### src/rtl/mem_read_if.sv
// Load-unit bus: CPU-side start/result signals plus the memory read channel.
interface mem_read_if #(parameter int WIDTH = 32);
  logic             start;
  logic [WIDTH-1:0] addr;
  logic [2:0]       funct3;
  logic             busy;
  logic             done;
  logic [WIDTH-1:0] rdata;
  logic             err;
  logic             timeout;
  logic             mem_req;
  logic [WIDTH-1:0] mem_addr;
  logic             mem_ack;
  logic [WIDTH-1:0] mem_rdata;

  modport slave (
    input  start, addr, funct3, mem_ack, mem_rdata,
    output busy, done, rdata, err, timeout, mem_req, mem_addr
  );

  modport master (
    output start, addr, funct3, mem_ack, mem_rdata,
    input  busy, done, rdata, err, timeout, mem_req, mem_addr
  );
endinterface

### src/rtl/mem_read_unit.sv
// RISC-V load unit: one word read, lane extract and sign/zero extend; done 2 cycles after start with an immediate ack.
// Holds mem_req until mem_ack or TIMEOUT REQ cycles; start is ignored while busy, no queueing.
module mem_read_unit #(
  parameter int WIDTH   = 32,
  parameter int TIMEOUT = 15
) (
  input  logic       clk,
  input  logic       reset_n,
  mem_read_if.slave  bus
);
  localparam logic [1:0] S_IDLE = 2'd0;
  localparam logic [1:0] S_REQ  = 2'd1;
  localparam logic [1:0] S_DONE = 2'd2;

  localparam logic [2:0] F_LB  = 3'b000;
  localparam logic [2:0] F_LH  = 3'b001;
  localparam logic [2:0] F_LW  = 3'b010;
  localparam logic [2:0] F_LBU = 3'b100;
  localparam logic [2:0] F_LHU = 3'b101;

  localparam logic [7:0] CNT_LAST = 8'(TIMEOUT - 1);

  logic [1:0]       state;
  logic [1:0]       lane;
  logic [2:0]       f3;
  logic [7:0]       cnt;
  logic             legal;
  logic             aligned;
  logic [7:0]       byte_sel;
  logic [15:0]      half_sel;
  logic [WIDTH-1:0] ext;

  always_comb begin
    legal   = 1'b0;
    aligned = 1'b0;
    case (bus.funct3)
      F_LB, F_LBU: begin legal = 1'b1; aligned = 1'b1; end
      F_LH, F_LHU: begin legal = 1'b1; aligned = ~bus.addr[0]; end
      F_LW:        begin legal = 1'b1; aligned = (bus.addr[1:0] == 2'b00); end
      default:     begin legal = 1'b0; aligned = 1'b0; end
    endcase
  end

  // Extraction uses the lane/type latched at accept, not the live inputs.
  always_comb begin
    byte_sel = bus.mem_rdata[{lane, 3'b000} +: 8];
    half_sel = bus.mem_rdata[{lane[1], 4'b0000} +: 16];
    case (f3)
      F_LB:    ext = {{(WIDTH-8){byte_sel[7]}}, byte_sel};
      F_LBU:   ext = {{(WIDTH-8){1'b0}}, byte_sel};
      F_LH:    ext = {{(WIDTH-16){half_sel[15]}}, half_sel};
      F_LHU:   ext = {{(WIDTH-16){1'b0}}, half_sel};
      default: ext = bus.mem_rdata;
    endcase
  end

  always_ff @(posedge clk or negedge reset_n) begin
    if (!reset_n) begin
      state        <= S_IDLE;
      lane         <= 2'b00;
      f3           <= 3'b000;
      cnt          <= 8'd0;
      bus.busy     <= 1'b0;
      bus.done     <= 1'b0;
      bus.rdata    <= '0;
      bus.err      <= 1'b0;
      bus.timeout  <= 1'b0;
      bus.mem_req  <= 1'b0;
      bus.mem_addr <= '0;
    end else begin
      case (state)
        S_IDLE: begin
          if (bus.start) begin
            bus.busy    <= 1'b1;
            bus.rdata   <= '0;
            bus.timeout <= 1'b0;
            if (legal && aligned) begin
              lane         <= bus.addr[1:0];
              f3           <= bus.funct3;
              bus.mem_addr <= {bus.addr[WIDTH-1:2], 2'b00};
              bus.mem_req  <= 1'b1;
              bus.err      <= 1'b0;
              cnt          <= 8'd0;
              state        <= S_REQ;
            end else begin
              bus.err  <= 1'b1;
              bus.done <= 1'b1;
              state    <= S_DONE;
            end
          end
        end
        S_REQ: begin
          // An ack in the final wait cycle beats the timeout.
          if (bus.mem_ack) begin
            bus.rdata   <= ext;
            bus.mem_req <= 1'b0;
            bus.done    <= 1'b1;
            state       <= S_DONE;
          end else if (cnt == CNT_LAST) begin
            bus.rdata   <= '0;
            bus.timeout <= 1'b1;
            bus.mem_req <= 1'b0;
            bus.done    <= 1'b1;
            state       <= S_DONE;
          end else begin
            cnt <= cnt + 8'd1;
          end
        end
        S_DONE: begin
          bus.done <= 1'b0;
          bus.busy <= 1'b0;
          state    <= S_IDLE;
        end
        default: begin
          bus.done    <= 1'b0;
          bus.busy    <= 1'b0;
          bus.mem_req <= 1'b0;
          state       <= S_IDLE;
        end
      endcase
    end
  end
endmodule

### src/flat_wrapper.sv
// flat-port wrapper written by rule: the top's interface ports become plain ports
module mem_read_unit_flat 
#(
  parameter int WIDTH   = 32,
  parameter int TIMEOUT = 15
)
  (clk, reset_n, bus_start, bus_addr, bus_funct3, bus_mem_ack, bus_mem_rdata, bus_busy, bus_done, bus_rdata, bus_err, bus_timeout, bus_mem_req, bus_mem_addr);
  mem_read_if #(.WIDTH(WIDTH)) bus_i ();
  input  logic clk;
  input  logic reset_n;
  input wire logic [$bits(bus_i.start)-1:0] bus_start;
  input wire logic [$bits(bus_i.addr)-1:0] bus_addr;
  input wire logic [$bits(bus_i.funct3)-1:0] bus_funct3;
  input wire logic [$bits(bus_i.mem_ack)-1:0] bus_mem_ack;
  input wire logic [$bits(bus_i.mem_rdata)-1:0] bus_mem_rdata;
  output wire logic [$bits(bus_i.busy)-1:0] bus_busy;
  output wire logic [$bits(bus_i.done)-1:0] bus_done;
  output wire logic [$bits(bus_i.rdata)-1:0] bus_rdata;
  output wire logic [$bits(bus_i.err)-1:0] bus_err;
  output wire logic [$bits(bus_i.timeout)-1:0] bus_timeout;
  output wire logic [$bits(bus_i.mem_req)-1:0] bus_mem_req;
  output wire logic [$bits(bus_i.mem_addr)-1:0] bus_mem_addr;
  assign bus_i.start = bus_start;
  assign bus_i.addr = bus_addr;
  assign bus_i.funct3 = bus_funct3;
  assign bus_i.mem_ack = bus_mem_ack;
  assign bus_i.mem_rdata = bus_mem_rdata;
  assign bus_busy = bus_i.busy;
  assign bus_done = bus_i.done;
  assign bus_rdata = bus_i.rdata;
  assign bus_err = bus_i.err;
  assign bus_timeout = bus_i.timeout;
  assign bus_mem_req = bus_i.mem_req;
  assign bus_mem_addr = bus_i.mem_addr;
  mem_read_unit #(.WIDTH(WIDTH), .TIMEOUT(TIMEOUT)) u_core (.clk(clk), .reset_n(reset_n), .bus(bus_i));
endmodule
### config.mk
export PLATFORM = sky130hd
export DESIGN_NAME = mem_read_unit_flat
export DESIGN_NICKNAME = d
export VERILOG_FILES = /design/src/rtl/mem_read_if.sv /design/src/rtl/mem_read_unit.sv /design/src/flat_wrapper.sv
export SDC_FILE = /design/constraint.sdc
export NUM_CORES = 1
export LEC_CHECK = 0
export BUFFER_PORTS_ARGS = -buffer_cell sky130_fd_sc_hd__buf_4
export CAP_MARGIN = 20
export CORE_MARGIN = 8
export CORE_UTILIZATION = 40
export DETAILED_ROUTE_END_ITERATION = 16
export PLACE_DENSITY = 0.75
export SYNTH_ARGS = -nofsm -noshare
export SYNTH_HDL_FRONTEND = slang
export SYNTH_SLANG_ARGS = --single-unit
### constraint.sdc
create_clock -name clk -period 3 [get_ports clk]
set_input_delay 0.6 -clock clk [delete_from_list [all_inputs] [get_ports clk]]
set_output_delay 0.6 -clock clk [all_outputs]
set_load 0.03 [all_outputs]
==> results.json, run 1 <==
{
  "status": "completed",
  "grt_pass1_wl_um": 15900,
  "grt_max_degree": 83,
  "cpPeakStageDelay_ns": 0.86,
  "cts-htree-levels": 3,
  "internal-power_w": 0.00262,
  "critPathTopFamily": "flip-flops",
  "max_freq_mhz": 434,
  "ys_seq_elements": 82,
  "dominantRegCellSynth": "dfrtp_1",
  "antenna_cells": 0,
  "synthCells": 313,
  "port_buffers": 137,
  "cts_hold_buffers": 0,
  "dpl.hpwl_um": 7470,
  "viasPerCell": 5.17,
  "cts_resized": 0,
  "path_class": "register to register",
  "ir_drop_uv": 507,
  "row_count": 36,
  "synth_cell_types": 45,
  "areaGrowthSynthToFinish_pct": 33.9,
  "hold_viol_final": 0,
  "final_cell_mix": "139 x buf_4, 82 x dfrtp_1, 38 x mux2_2, 21 x nand2_1, 18 x a221o_1",
  "endpoint": "u_core.bus.rdata[31]",
  "crit_path_start_kind": "register",
  "power_density_nw_per_um2": 872,
  "final_common_cell": "buf_4",
  "combPwrFrac": 0.442,
  "tritoncts": "built",
  "holdWs_ns": 0.0838,
  "skew_ns": 0.0128,
  "detail_route.wl_per_cell_um": 17.2,
  "track_usage": 0.154,
  "cp-startpoint": "u_core.lane[1]",
  "fin_crit_sh": 0.768,
  "fillers": 865,
  "fp.dieH_um": 114,
  "power.share.clock": 0.168,
  "ys_seq_area_frac": 0.532,
  "ant_nets": 0,
  "worstMarginPinSlew_ns": 0.944,
  "syn_area_per_cell_sq_um": 12.3,
  "drt-total-wl_um": 10000,
  "die-area_sq_um": 13000,
  "clock_path_buffers": 2,
  "cp.depth": 4,
  "postCtsSetupBuffers": 0,
  "drcViolationCount": 0,
  "start_util": 0.404,
  "cts.reportedPaths.clkPinSlew_ns": 0.09,
  "relSlewSlack": 0.370,
  "cts_buffers": 9,
  "core-area_sq_um": 9550,
  "slew_viol_final": 0,
  "path_cells": "mux2_2 -> mux2i_1 -> nor4b_4 -> a221o_1",
  "finalWeightedCongestion": 0.790,
  "required_ns": 3.29,
  "swShare": 0.419,
  "period_needed_ns": 2.30,
  "p_switching_w": 0.00188,
  "r2r_slack_ns": 0.70,
  "regToRegStartpoint": "u_core.lane[1]",
  "dieWidth_um": 114,
  "synth-edff-count": 0,
  "final_layout_size_suffix_gt1_frac": 0.463,
  "drtIter0Drc": 196,
  "worstPathMaxFanout": 19,
  "clock_latency_ns": 0.36,
  "netlist_area_sq_um": 3860,
  "rr_worst_depth": 4,
  "route.vias.total": 3007,
  "clock-root-buffer": "clkbuf_8",
  "grt.overflow.total": 0,
  "clock_sinks": 82,
  "yosys_warnings": 0,
  "crit_arrival_ns": 2.60,
  "grt_setup_unrepaired": "false",
  "hp-class": "primary input to async pin",
  "reg2reg_to": "u_core.bus.rdata[31]",
  "antenna_found_initial": 0,
  "final_nets": 517,
  "post_layout_nonfiller_instances": 582,
  "p_leak_nw": 2.54,
  "end_kind": "register",
  "dpl.cell_count": 565,
  "synthArstFlopShare": 1.00,
  "crit_buf_inv": 0,
  "ioPinCount": 140,
  "fin_setup_tns_ns": 0,
  "sequentialPowerShare": 0.390,
  "drt_first_pass_iters": 4,
  "slowest_stage": "dfrtp_1",
  "maxCapViolations": 0,
  "finalSetupViolations": 0,
  "grt_pass1_vias": 3079
}
[flip-flops by register name (all words and copies together) (netlist names)]
register	flops
u_core.bus.done	1
u_core.bus.rdata	32
u_core.f3	3
u_core.bus.busy	1
u_core.bus.mem_req	1
u_core.bus.mem_addr	30
u_core.cnt	8
u_core.state	2
u_core.lane	2
u_core.bus.timeout	1
u_core.bus.err	1
[layer usage]
metal | track usage | up-vias | share of wire
li1 | - | 1421 | -
met1 | 0.190 | 1490 | 0.44
met2 | 0.237 | 92 | 0.47
met3 | 0.0654 | 4 | 0.078
met4 | 0.0470 | 0 | 0.0053
met5 | 0 | - | 0
[cells by family after synthesis]
family,count (synthesis),synth area share
flops,82,0.532
simple gates,77,0.115
compound gates,69,0.146
mux,54,0.164
buf+inv,28,0.0367
fa+ha+maj,2,0.00649
other cells,1,0.000972
[area by class of cell]
type                    count  area [sq um]  area share
inverters                   7          26.3     0.00509
well taps                 133           166      0.0322
multi-input cells         204          1670       0.323
flip-flops and latches     82          2050       0.397
clock buffers               9           124      0.0240
clock inverters             7          57.6      0.0111
repair buffers            140          1070       0.207
[power by group through the flow]
stage | clock [W] | sequential [W] | combinational [W]
after floorplan | 0 | 0.00222 | 0.000781
after global placement | 0 | 0.00176 | 0.00198
after detailed placement | 0 | 0.00177 | 0.00200
after CTS | 0.000777 | 0.00175 | 0.00201
after global routing | 0.000828 | 0.00180 | 0.00212
final | 0.000755 | 0.00175 | 0.00199
[worst min path at each step]
stage                               to                 from
5_1_grt        u_core.bus.mem_addr[17]              reset_n
4_1_cts        u_core.bus.mem_addr[17]              reset_n
3_5_place_dp       u_core.bus.rdata[1]  u_core.bus.rdata[1]
2_1_floorplan          u_core.bus.busy              reset_n
3_3_place_gp           u_core.bus.done      u_core.bus.done
6_report       u_core.bus.mem_addr[17]              reset_n
[per-stage QoR]
step           worst slack (ns)  total power [W]  utilization  instance area [sq um]
6_report                  0.697          0.00450        0.541                   5160
5_1_grt                   0.572          0.00475        0.541                   5160
4_1_cts                   0.728          0.00454        0.538                   5140
3_5_place_dp              0.656          0.00378        0.519                   4950
3_3_place_gp              0.677          0.00374        0.519                   4950
2_1_floorplan             0.963          0.00300            -                   3860
[worst register-to-register path, cell delays in order, from the launching register on]
cell,delay [ns]
dfrtp_1,0.86
mux2_2,0.33
mux2i_1,0.11
nor4b_4,0.72
a221o_1,0.23
[synthesized netlist by cell type, types with 2 or more instances]
cell type,number,area share
dfrtp_1,82,0.53
mux2_2,38,0.11
nand2_1,21,0.020
a221o_1,18,0.047
nand2b_1,17,0.028
o21ai_0,13,0.017
nor2b_1,10,0.016
mux2i_1,9,0.023
a32o_1,8,0.021
clkbuf_1,8,0.0078
nor2_1,8,0.0078
o2bb2ai_1,8,0.018
buf_2,7,0.0091
inv_1,7,0.0068
mux2_4,6,0.023
a21oi_1,5,0.0065
and3_1,5,0.0081
nand3_1,4,0.0052
a31oi_1,3,0.0049
buf_4,3,0.0058
nor3_1,3,0.0039
o211ai_1,3,0.0058
a21o_1,2,0.0039
a21oi_2,2,0.0045
buf_6,2,0.0058
ha_1,2,0.0065
Power figures use the tool's default switching activity.
==> inputs of run 2 (changes only) <==
PLACE_DENSITY = 0.77   (was 0.75)
clock period = 2 ns   (was 3 ns; I/O delays follow)
==> results.json, run 2 (synthesis gave the netlist of run 1 again) <==
{
  "clock_path_buffers": 2,
  "setup_ws_ns": 0.0321,
  "worstMarginPinSlew_ns": 0.843,
  "hp-class": "primary input to register",
  "die-area_sq_um": 13000,
  "grt_pass1_vias": 3315,
  "final_common_cell": "buf_4",
  "final_layout_size_suffix_gt1_frac": 0.482,
  "drcViolationCount": 0,
  "ir_drop_uv": 726,
  "worstPathMaxFanout": 16,
  "path_class": "register to register",
  "hold_viol_final": 0,
  "fillers": 843,
  "final_nets": 531,
  "relSlewSlack": 0.436,
  "ant_nets": 0,
  "start_util": 0.404,
  "grt_max_degree": 33,
  "skew_ns": 0.0133,
  "clock_latency_ns": 0.36,
  "status": "completed",
  "antenna_cells": 0,
  "finalSetupViolations": 0,
  "required_ns": 2.24,
  "fin_crit_sh": 0.984,
  "areaGrowthSynthToFinish_pct": 38.4,
  "pre_cts_ws_ns": 0.0419,
  "top_regs": "u_core.bus.rdata (32), u_core.bus.mem_addr (30), u_core.cnt (8)",
  "track_usage": 0.160,
  "clock_sinks": 82,
  "drtIter0Drc": 156,
  "fp.dieH_um": 114,
  "antenna_found_initial": 0,
  "grt_pass1_wl_um": 16600,
  "power_density_nw_per_um2": 1320,
  "viasPerCell": 5.19,
  "port_buffers": 137,
  "p_leak_nw": 2.62,
  "row_count": 36,
  "fin_setup_tns_ns": 0,
  "cts-htree-levels": 3,
  "tritoncts": "built",
  "dpl.cell_count": 577,
  "cts.reportedPaths.clkPinSlew_ns": 0.09,
  "crit_arrival_ns": 2.21,
  "end_kind": "register",
  "dpl.hpwl_um": 7960,
  "final_cell_mix": "149 x buf_4, 82 x dfrtp_1, 38 x mux2_2, 21 x nand2_1, 18 x a221o_1",
  "detail_route.wl_per_cell_um": 17.7,
  "cts_buffers": 9,
  "post_layout_nonfiller_instances": 596,
  "finalWeightedCongestion": 0.801,
  "regMostFlops": "u_core.bus.rdata",
  "route.vias.total": 3094,
  "drt-total-wl_um": 10500,
  "clock-root-buffer": "clkbuf_8",
  "grt_setup_unrepaired": "true",
  "core-area_sq_um": 9550,
  "maxCapViolations": 0,
  "largest_register_ffs": 32,
  "ioPinCount": 140,
  "drt_first_pass_iters": 4,
  "period_needed_ns": 1.97,
  "dieWidth_um": 114,
  "slew_viol_final": 0,
  "crit_path_start_kind": "register",
  "grt.overflow.total": 0,
  "max_freq_mhz": 508
}
[run 2: worst paths after layout]
kind	from	cells after the start	slack, ns	endpoint
worst max-delay path	u_core.cnt[0]	7	0.03	u_core.bus.rdata[16]
max in group asynchronous	reset_n	3	0.93	u_core.f3[0]
min in group asynchronous	reset_n	2	0.52	u_core.bus.mem_addr[23]
worst max register to register	u_core.cnt[0]	7	0.03	u_core.bus.rdata[16]
worst min-delay path	bus_addr[18]	2	0.27	u_core.bus.mem_addr[18]
worst min register to register	u_core.bus.rdata[1]	1	0.50	u_core.bus.rdata[1]
[run 2: worst max-delay path, stage by stage (launching register included)]
cell and delay [ns]:
dfrtp_1 0.39, inv_1 0.06, ha_1 0.13, or3b_4 0.40
o211ai_2 0.14, o211ai_1 0.17, clkbuf_16 0.22, a221o_1 0.35
[run 2: power breakdown]
part / total [W] / switching [W] / internal [W]
logic: 0.00325 / 0.00183 / 0.00142
clock network: 0.00127 / 0.000645 / 0.000626
registers: 0.00252 / 0.000369 / 0.00215
total: 0.00704 / 0.00285 / 0.00420
[run 2: area by class of cell]
class | instances | area, sq um | area share
Timing Repair Buffer | 154 | 1200 | 0.226
Multi-Input combinational cell | 204 | 1680 | 0.314
Clock buffer | 10 | 138 | 0.0258
Sequential cell | 82 | 2050 | 0.384
Clock inverter | 6 | 73.8 | 0.0138
Tap cell | 133 | 166 | 0.0312
Inverter | 7 | 26.3 | 0.00492
[run 2: what timing repair did]
action | 4_1_cts | 5_1_grt
gates resized for setup | 0 | 5
hold buffers | 1 | 0
setup endpoints to repair | 0 | 22
endpoints found under the hold margin | 29 | 0
buffers inserted | 0 | 1
[run 2: per-layer routing]
metal  vias up  wire [um]  global-route usage  part of all wire
met5         -          0                   0                 0
met4         0        139              0.0630             0.013
met3         9        847              0.0533             0.081
met2       106       5010               0.254              0.48
met1      1533       4520               0.196              0.43
li1       1446          -                   -                 -
[run 2: metrics by stage]
step	utilization	hold slack [ns]	power, W	cell area (sq um)
floorplan	-	0.104	0.00450	3860
global placement	0.532	0.364	0.00571	5080
detailed placement	0.532	0.367	0.00579	5080
CTS	0.555	0.259	0.00707	5300
global route	0.559	0.254	0.00741	5340
finish	0.559	0.274	0.00704	5340
==> inputs of run 3 (changes only) <==
clock period = 1.7 ns   (was 2 ns; I/O delays follow)
==> results.json, run 3 (synthesis gave the netlist of run 1 again) <==
{
  "status": "finished with violations",
  "violations": "setup timing",
  "holdWs_ns": 0.218,
  "die-area_sq_um": 13000,
  "end_kind": "register",
  "areaGrowthSynthToFinish_pct": 43.3,
  "power_density_nw_per_um2": 1520,
  "crit_path_start_kind": "register",
  "drt_first_pass_iters": 5,
  "hold_viol_final": 0,
  "grt.overflow.total": 0,
  "regMostFlops": "u_core.bus.rdata",
  "max_freq_mhz": 524,
  "maxCapViolations": 0,
  "slew_viol_final": 0,
  "grt_pass1_wl_um": 16700,
  "dieWidth_um": 114,
  "antenna_found_initial": 0,
  "grt_setup_unrepaired": "true",
  "tritoncts": "built",
  "finalSetupViolations": 40,
  "final_nets": 552,
  "dpl.hpwl_um": 8050,
  "clock-root-buffer": "clkbuf_8",
  "drt-total-wl_um": 10400,
  "drcViolationCount": 0,
  "fillers": 818,
  "p_leak_nw": 2.74,
  "clock_path_buffers": 2,
  "required_ns": 1.93,
  "largest_register_ffs": 32,
  "ir_drop_uv": 818,
  "slowest_stage": "or3b_4",
  "skew_ns": 0.0151,
  "viasPerCell": 5.12,
  "clock_sinks": 82,
  "grt_pass1_vias": 3393,
  "final_layout_size_suffix_gt1_frac": 0.506,
  "core-area_sq_um": 9550,
  "clock_latency_ns": 0.35,
  "finalWeightedCongestion": 0.881,
  "final_common_cell": "buf_4",
  "ant_nets": 0,
  "hp-class": "primary input to register",
  "crit_arrival_ns": 2.14,
  "grt_max_degree": 37,
  "path_class": "register to register",
  "row_count": 36,
  "port_buffers": 137,
  "cts-htree-levels": 3,
  "antenna_cells": 0,
  "relSlewSlack": 0.426,
  "cts.reportedPaths.clkPinSlew_ns": 0.08,
  "track_usage": 0.160,
  "top_regs": "u_core.bus.rdata (32), u_core.bus.mem_addr (30), u_core.cnt (8)",
  "regArea_sq_um": 2050,
  "worstPathMaxFanout": 26,
  "fin_crit_sh": 1.12,
  "ioPinCount": 140,
  "multi_input_area_sq_um": 1690,
  "fin_util": 0.579,
  "final_cell_mix": "169 x buf_4, 82 x dfrtp_1, 38 x mux2_2, 21 x nand2_1, 18 x a221o_1",
  "path_cells": "inv_1 -> ha_1 -> or3b_4 -> o211ai_2 -> o211ai_1 -> buf_12 -> a221o_1",
  "start_util": 0.404,
  "cpPeakStageDelay_ns": 0.39,
  "worstMarginPinSlew_ns": 0.858,
  "drtIter0Drc": 164,
  "fp.dieH_um": 114,
  "detail_route.wl_per_cell_um": 16.9,
  "period_needed_ns": 1.91,
  "cts_buffers": 9,
  "route.vias.total": 3161,
  "setup_ws_ns": -0.207
}
run 3: worst paths after layout:
check | to | slack, ns | startpoint | cells after the start
min in group asynchronous | u_core.bus.mem_addr[12] | 0.48 | reset_n | 2
worst min-delay path | u_core.bus.mem_addr[10] | 0.22 | bus_addr[10] | 2
worst max register to register | u_core.bus.rdata[31] | -0.21 | u_core.cnt[0] | 7
max in group asynchronous | u_core.bus.rdata[10] | 0.66 | reset_n | 3
worst min register to register | u_core.bus.done | 0.49 | u_core.bus.done | 1
worst max-delay path | u_core.bus.rdata[31] | -0.21 | u_core.cnt[0] | 7
run 3: per-stage QoR:
step	setup TNS, ns	power (W)	setup slack (ns)	cell area [sq um]	instances
3_5_place_dp	-9.73	0.00692	-0.217	5270	599
5_1_grt	-10.44	0.00884	-0.324	5530	617
4_1_cts	-5.90	0.00845	-0.230	5520	617
3_3_place_gp	-7.06	0.00682	-0.163	5270	599
6_report	-5.19	0.00837	-0.207	5530	617
2_1_floorplan	-5.00	0.00533	-0.208	3880	314
run 3: timing repair:
action	in CTS	in global routing
hold buffers	1	0
gates resized for setup	3	1
pin swaps	1	0
endpoints found under the setup margin	44	55
endpoints found under the hold margin	30	0
setup buffers	1	0
run 3: where the power goes:
part	switching (W)	internal, W
Combinational	0.00220	0.00176
Sequential	0.000394	0.00253
Clock	0.000724	0.000764
run 3: routing by layer:
layer,vias to the layer above,share of wire,GRT usage
li1,1482,-,-
met1,1555,0.41,0.192
met2,115,0.49,0.261
met3,9,0.084,0.0570
met4,0,0.012,0.0515
met5,-,0,0
run 3: worst max-delay path, delay by kind of cell, from the launching register on:
kind | cells | cell delay (ns)
and+or+nand+nor | 1 | 0.39
adders and majority gates | 1 | 0.13
AOI/OAI and AO/OA | 3 | 0.65
buffers and inverters | 2 | 0.25
DFF | 1 | 0.38
run 3: final cells by class:
type / count / share of cell area
flip-flops and latches: 82 / 0.371
multi-input cells: 204 / 0.305
repair buffers: 175 / 0.250
well taps: 133 / 0.0301
clock buffers: 11 / 0.0274
clock inverters: 5 / 0.0113
inverters: 7 / 0.00476
